<file path="config.mk">
export PLATFORM = sky130hd
export DESIGN_NAME = ex_div_ctrl
export DESIGN_NICKNAME = d
export VERILOG_FILES = /design/src/rtl/ex_div_ctrl_pkg.sv /design/src/rtl/ex_div_ctrl.sv
export SDC_FILE = /design/constraint.sdc
export NUM_CORES = 1
export LEC_CHECK = 0
export CAP_MARGIN = 40
export CORE_UTILIZATION = 30
export CTS_BUF_LIST = sky130_fd_sc_hd__clkbuf_16
export DETAILED_ROUTE_END_ITERATION = 10
export PLACE_DENSITY = 0.7
export SLEW_MARGIN = 25
export SYNTH_ARGS = -nofsm -noshare
export SYNTH_HDL_FRONTEND = slang
export SYNTH_SLANG_ARGS = --single-unit
</file>
<file path="constraint.sdc">
create_clock -name clk -period 3.7 [get_ports clk]
set_input_delay 0.555 -clock clk [delete_from_list [all_inputs] [get_ports clk]]
set_output_delay 0.555 -clock clk [all_outputs]
set_load 0.02 [all_outputs]
</file>
<file path="src/rtl/ex_div_ctrl_pkg.sv">
// Shared constants for the EX-stage divide sequencer: ALU opcodes, divider handshake
// levels and controller state encoding.
package ex_div_ctrl_pkg;

    localparam logic [7:0] EXE_DIV_OP  = 8'b0001_1010;
    localparam logic [7:0] EXE_DIVU_OP = 8'b0001_1011;

    localparam logic DivResultReady    = 1'b1;
    localparam logic DivResultNotReady = 1'b0;

    typedef enum logic [1:0] {
        StIdle  = 2'd0,
        StBusy  = 2'd1,
        StDrain = 2'd2
    } div_state_e;

    function automatic logic is_div_op(input logic [7:0] op);
        return (op == EXE_DIV_OP) || (op == EXE_DIVU_OP);
    endfunction

endpackage

</file>
<file path="src/rtl/ex_div_ctrl.sv">
// EX-stage divide sequencer: issues DIV/DIVU to the divider, stalls until done, writes HI/LO.
// Optional macro DIV_FASTZERO_EN: zero divisors complete in IDLE without using the divider.
module ex_div_ctrl
    import ex_div_ctrl_pkg::*;
(
    input  logic        clk,
    input  logic        rst,
    input  logic [7:0]  aluop_i,
    input  logic [31:0] reg1_i,
    input  logic [31:0] reg2_i,
    input  logic        flush_i,
    input  logic [63:0] div_result_i,
    input  logic        div_ready_i,
    output logic        div_start_o,
    output logic        div_cancel_o,
    output logic        div_sign_o,
    output logic [31:0] div_opdata1_o,
    output logic [31:0] div_opdata2_o,
    output logic        stallreq_o,
    output logic        whilo_o,
    output logic [31:0] hi_o,
    output logic [31:0] lo_o
);

    div_state_e  state_q;
    logic        start_q;
    logic        sign_q;
    logic [31:0] op1_q;
    logic [31:0] op2_q;

    logic is_div;
    logic fast_zero;
    logic issue;

    assign is_div = is_div_op(aluop_i);

`ifdef DIV_FASTZERO_EN
    assign fast_zero = (reg2_i == 32'd0);
`else
    assign fast_zero = 1'b0;
`endif

    assign issue = (state_q == StIdle) && is_div && !flush_i && !fast_zero;

    always_ff @(posedge clk) begin
        if (rst) begin
            state_q <= StIdle;
            start_q <= 1'b0;
            sign_q  <= 1'b0;
            op1_q   <= 32'd0;
            op2_q   <= 32'd0;
        end else begin
            unique case (state_q)
                StIdle: begin
                    if (issue) begin
                        op1_q   <= reg1_i;
                        op2_q   <= reg2_i;
                        sign_q  <= (aluop_i == EXE_DIV_OP);
                        start_q <= 1'b1;
                        state_q <= StBusy;
                    end
                end
                StBusy: begin
                    // Flush wins over a same-cycle ready so no HI/LO write escapes.
                    if (flush_i) begin
                        start_q <= 1'b0;
                        state_q <= StIdle;
                    end else if (div_ready_i == DivResultReady) begin
                        start_q <= 1'b0;
                        state_q <= StDrain;
                    end
                end
                StDrain: begin
                    state_q <= StIdle;
                end
                default: begin
                    start_q <= 1'b0;
                    state_q <= StIdle;
                end
            endcase
        end
    end

    always_comb begin
        div_start_o   = 1'b0;
        div_cancel_o  = 1'b0;
        div_sign_o    = 1'b0;
        div_opdata1_o = 32'd0;
        div_opdata2_o = 32'd0;
        stallreq_o    = 1'b0;
        whilo_o       = 1'b0;
        hi_o          = 32'd0;
        lo_o          = 32'd0;
        if (!rst) begin
            unique case (state_q)
                StIdle: begin
                    stallreq_o = issue;
                    // Fast zero-divisor path leaves hi_o/lo_o at their zero defaults.
                    whilo_o    = is_div && fast_zero && !flush_i;
                end
                StBusy: begin
                    div_start_o   = start_q;
                    div_sign_o    = sign_q;
                    div_opdata1_o = op1_q;
                    div_opdata2_o = op2_q;
                    if (flush_i) begin
                        div_cancel_o = 1'b1;
                    end else if (div_ready_i == DivResultReady) begin
                        whilo_o = 1'b1;
                        hi_o    = div_result_i[63:32];
                        lo_o    = div_result_i[31:0];
                    end else begin
                        stallreq_o = 1'b1;
                    end
                end
                StDrain: begin
                    stallreq_o = is_div;
                end
                default: begin
                    stallreq_o = 1'b0;
                end
            endcase
        end
    end

endmodule

</file>
# After elaboration in Yosys (flattened, before gate mapping)
# Index checks and enable logic that the tools add are counted.
dict set report word_totals {
  ff_bits 68
  in_bits 140
  output_inout_bits 133
  wordCells 55
}
dict set report op_classes {
  eq_ne 6
  n_mux 35
  n_bitwise 1
  n_reduce_logical 8
}
# operator n
set op_table {}
lappend op_table {{32-bit two-way mux} 12}
lappend op_table {{1-bit two-way mux} 17}
lappend op_table {{8-bit by 5-bit == test with 1-bit output (second input constant)} 2}
lappend op_table {{2-bit two-way mux} 3}
lappend op_table {{1-bit case mux with 3 select lines} 2}
lappend op_table {{2-bit case mux with 2 select lines} 1}
lappend op_table {{2-bit AND reduction} 2}
lappend op_table {{3-bit inequality test (second input constant)} 1}
lappend op_table {{3-bit AND reduction} 1}
lappend op_table {{2-bit by 1-bit == test with 1-bit output (second input constant)} 1}
lappend op_table {{2-bit == test (second input constant)} 1}
lappend op_table {{1-bit logical AND} 2}
lappend op_table {{2-bit logical NOT} 1}
lappend op_table {{2-bit inequality test (second input constant)} 1}
lappend op_table {{1-bit logical NOT} 1}
lappend op_table {{1-bit logical OR} 1}
lappend op_table {{1-bit inverter} 1}

# Depth between registers and ports, before layout
dict set report logic_depth {
  word_depth 6
  mapped_depth 6
  ltp_nobuf 3
}

# Worst setup path after synthesis
# No wires, ideal clock.
dict set report synth_path {
  path_kind {input port to output port}
  startpoint {in div_ready_i}
  endpoint {out stallreq_o}
  arrival_time_ns 1.690
  required_ns 3.145
  setup_slack_ns 1.455
  cell_stages 2
  n_path_buf 0
  path_cell_list {or4b_1 -> a221oi_1}
}
dict set report synth_between {
  elab_chain_len 4
}
# item line_no
set synth_lines {}
lappend synth_lines {{from (decl)} ex_div_ctrl.sv:13} ;# input logic div_ready_i,
lappend synth_lines {{1-bit two-way mux} ex_div_ctrl.sv:108} ;# end else if (div_ready_i == DivResultReady) begin
lappend synth_lines {{1-bit two-way mux} ex_div_ctrl.sv:106} ;# if (flush_i) begin
lappend synth_lines {{1-bit case mux with 3 select lines} ex_div_ctrl.sv:95} ;# unique case (state_q)
lappend synth_lines {{1-bit two-way mux} ex_div_ctrl.sv:94} ;# if (!rst) begin
lappend synth_lines {{to (decl)} ex_div_ctrl.sv:19} ;# output logic stallreq_o,
# Every way passes these cells.

# Worst setup path after layout
dict set report layout_path {
  startpoint {in flush_i}
  endpoint {out lo_o[31]}
}
dict set report layout_between {
  elab_chain_len 3
}
# item line_no
set layout_lines {}
lappend layout_lines {{from (decl)} ex_div_ctrl.sv:11} ;# input logic flush_i,
lappend layout_lines {{32-bit two-way mux} ex_div_ctrl.sv:106}
lappend layout_lines {{32-bit two-way mux} ex_div_ctrl.sv:95}
lappend layout_lines {{32-bit two-way mux} ex_div_ctrl.sv:94}
lappend layout_lines {{to (decl)} ex_div_ctrl.sv:22} ;# output logic [31:0] lo_o
# Every way passes these cells.

==> impl_metrics.csv <==
group,metric,value,unit
status,status,"completed",
global_route,grt_usage,18.68,%
timing,fin_skew,0.004943,ns
route,firstDrtPassIters,4,
timing,rsz0062_at_grt,"no",
placed_design,io_buffers,272,
floorplanning,fp-row-count,41,
logic_synthesis,ys_async_sr_fraction,0,%
floorplanning,start_util,31.32,%
clock_tree,post-cts-setup-buffer-count,0,
clock_tree,htreeDepth,3,
final_layout,final_cells,873,
route,post_drt_wl_per_cell,15.20,µm
logic_synthesis,synth_top_area_share,33.76,%
placed_design,hpwlAfterDp,9.890,mm
timing,finalSetupViolCount,0,
hold_path,min_path_type,"reg2reg",
logic_synthesis,syn_area,4033,µm²
timing,fin_tns_setup,0,ns
power,p_sw,346.1,µW
worst_setup_path,cp_common_cell,"clkdlybuf4s50_1",
logic_synthesis,avgSynthCellArea,9.062,µm²
final_layout,final_util,54.65,%
logic_synthesis,ys_top_cells_by_area,"dfxtp_1 34%, and2_1 20%, nand2b_1 20%, mux2i_1 16%, buf_12 3.0%",
worst_setup_path,worst-setup-path-type,"in2out",
logic_synthesis,ys.flop_type,"dfxtp_1",
placed_design,place_inst,857,
timing,drv_slew,0,
route,wirelength,13.27,mm
final_layout,design_area,7037,µm²
power,p_leak,0.002504,µW
logic_synthesis,synth_top_cell_by_area,"dfxtp_1",
power,p_int,1334,µW
worst_setup_path,worstPathRequired,3.14,ns
floorplanning,core_area,12880,µm²
logic_synthesis,synth_common_cells,"131 x and2_1, 128 x nand2b_1, 68 x dfxtp_1",
timing,setup_slack,0.5240,ns
worst_setup_path,cp_slowest_cell,"clkdlybuf4s50_1",
route,viasPerCell,4.365,
floorplanning,fp.dieH,117.9,µm
logic_synthesis,syn_inst,445,
clock_tree,clock_latency,0.32,ns
power,pwr-share-seq,43.8,%
worst_setup_path,worst_setup_path_start_kind,"input port",
clock_tree,clkTransAtPathRegs,0.05,ns
floorplanning,io_pins,273,
route,vias,3811,
logic_synthesis,ys_seq_area_share,33.76,%
power,swShare,20.60,%
timing,hold_viol,0,
placed_design,dpl-instance-area,6759,µm²
clock_tree,cts_resized,0,
clock_tree,hold_buffers,0,
placed_design,routabilityCongestion,0.8618,
final_layout,nFillCells,1171,
route,ant_nets,0,
power,combPwrFrac,12.8,%
logic_synthesis,syn_nets,585,
power,clkPwrFrac,43.4,%
clock_tree,cts_tree,"yes",
timing,period_share,85.84,%
worst_setup_path,cp_cell_sequence,"clkdlybuf4s50_1, and3b_2, buf_4, and2_1, clkdlybuf4s50_1",
final_layout,syn_to_final_growth,74.50,%
timing,max_freq,314.9,MHz
global_route,grt_pass1_wl,20.59,mm
power,max-vdd-ir-drop,0.0001544,V
route,dr.first_iter.drc_count,119,
clock_tree,cts_buffer_depth,2,
clock_tree,cts_root_buf,"clkbuf_16",
worst_setup_path,cpPeakStageDelay,0.65,ns
final_layout,antenna_cells,0,
logic_synthesis,synth_warnings,0,
placed_design,place_ws,0.5039,ns
final_layout,drive_above_1_share,3.138,%
timing,max_slew_margin,60.88,%
timing,timing.final.crit_period,3.176,ns
timing,tightestPinTransition,0.5869,ns
global_route,antenna_found_initial,0,
global_route,grt_pass1_vias,3823,
final_layout,finalNetCount,837,
global_route,grt_overflow,0,
power,p_per_area,238.8,nW/µm²
worst_setup_path,setup.worst_path.end_class,"primary output",
clock_tree,clkSinkCount,68,
global_route,grt_max_degree,133,
clock_tree,cts_buffers,9,
floorplanning,fp.dieW,117.9,µm
worst_setup_path,r2r_slack,1.78,ns
logic_synthesis,yosys_register_bits,68,
floorplanning,dieArea,13910,µm²
flow_run,drv_cap,0,
logic_synthesis,yosys.cell_count.top_type,"and2_1",
worst_setup_path,crit_path_max_fanout,65,
logic_synthesis,yosysUniqueCellTypes,25,
worst_setup_path,crit_arrival,2.62,ns
route,drt_drc_violations_left,0,
logic_synthesis,synth-edff-count,0,
## cells by family after synthesis
group                  Yosys count  synth area share, %
muxes                           64                15.89
buffers and inverters           36                6.329
and+or+nand+nor                270                42.85
AOI/OAI and AO/OA                7                1.179
DFF                             68                33.76
## metal layers
| metal | wire, µm | global-route usage [%] |
|---|---|---|
| met3 | 971 | 5.426 |
| met4 | 253 | 6.811 |
| met2 | 6919 | 34.78 |
| met1 | 5123 | 19.69 |
| met5 | 0 | 0 |
## power by group through the flow
stage | logic [µW] | registers (µW) | clock network [µW]
2_1_floorplan | 55.4 | 751 | 0
5_1_grt | 231 | 735 | 784
4_1_cts | 215 | 735 | 758
6_report | 215 | 735 | 730
3_5_place_dp | 213 | 751 | 0
3_3_place_gp | 210 | 751 | 0
## worst max-delay path, delay by kind of cell
family | cells | cell delay (ns)
buffers and inverters | 3 | 1.55
AND/OR/NAND/NOR | 2 | 0.49
## cell usage in the layout, fill, tap and decap left out, drive strengths merged
master           n
and2           131
o31ai            1
clkdlybuf4s50  271
nand3            1
nand2b         128
clkinv           4
a221oi           1
dfxtp           68
nand2            1
a211oi           1
nor2             1
and3             1
nor4b            1
inv              2
buf              6
a31oi            1
or4b             1
o211ai           1
and3b            3
mux2i           64
a21oi            2
clkbuf           9
nor3             1
nor3b            1
## registers in the layout, summed over array words and instances (netlist names)
name / cells
op1_q: 32
start_q: 1
op2_q: 32
state_q: 2
sign_q: 1
## final timing paths
check / to / start / cells after the start
worst max-delay path: lo_o[31] / flush_i / 5
worst min-delay path: start_q$_SDFFE_PP0P_ / start_q$_SDFFE_PP0P_ / 2
worst max register to register: op2_q[25]$_SDFFE_PP0P_ / state_q[1]$_SDFFE_PP0P_ / 4
worst min register to register: start_q$_SDFFE_PP0P_ / start_q$_SDFFE_PP0P_ / 2
## layout make-up
cell class	instances	area, µm²	area share (%)
clock buffer	9	225.2	3.201
clock inverter	6	25.02	0.3556
multi-input combinational	341	2422	34.42
sequential	68	1361	19.35
tap	172	215.2	3.058
timing repair buffer	277	2788	39.62
## per-stage QoR
step                      total power (µW)  hold WS [ns]
after floorplan                      805.9        0.4317
after global placement               961.1        0.4445
after detailed placement             964.0        0.4539
after CTS                             1708        0.4610
after global routing                  1749        0.4765
final                                 1680        0.4593
(Power assumes the default switching activity.)
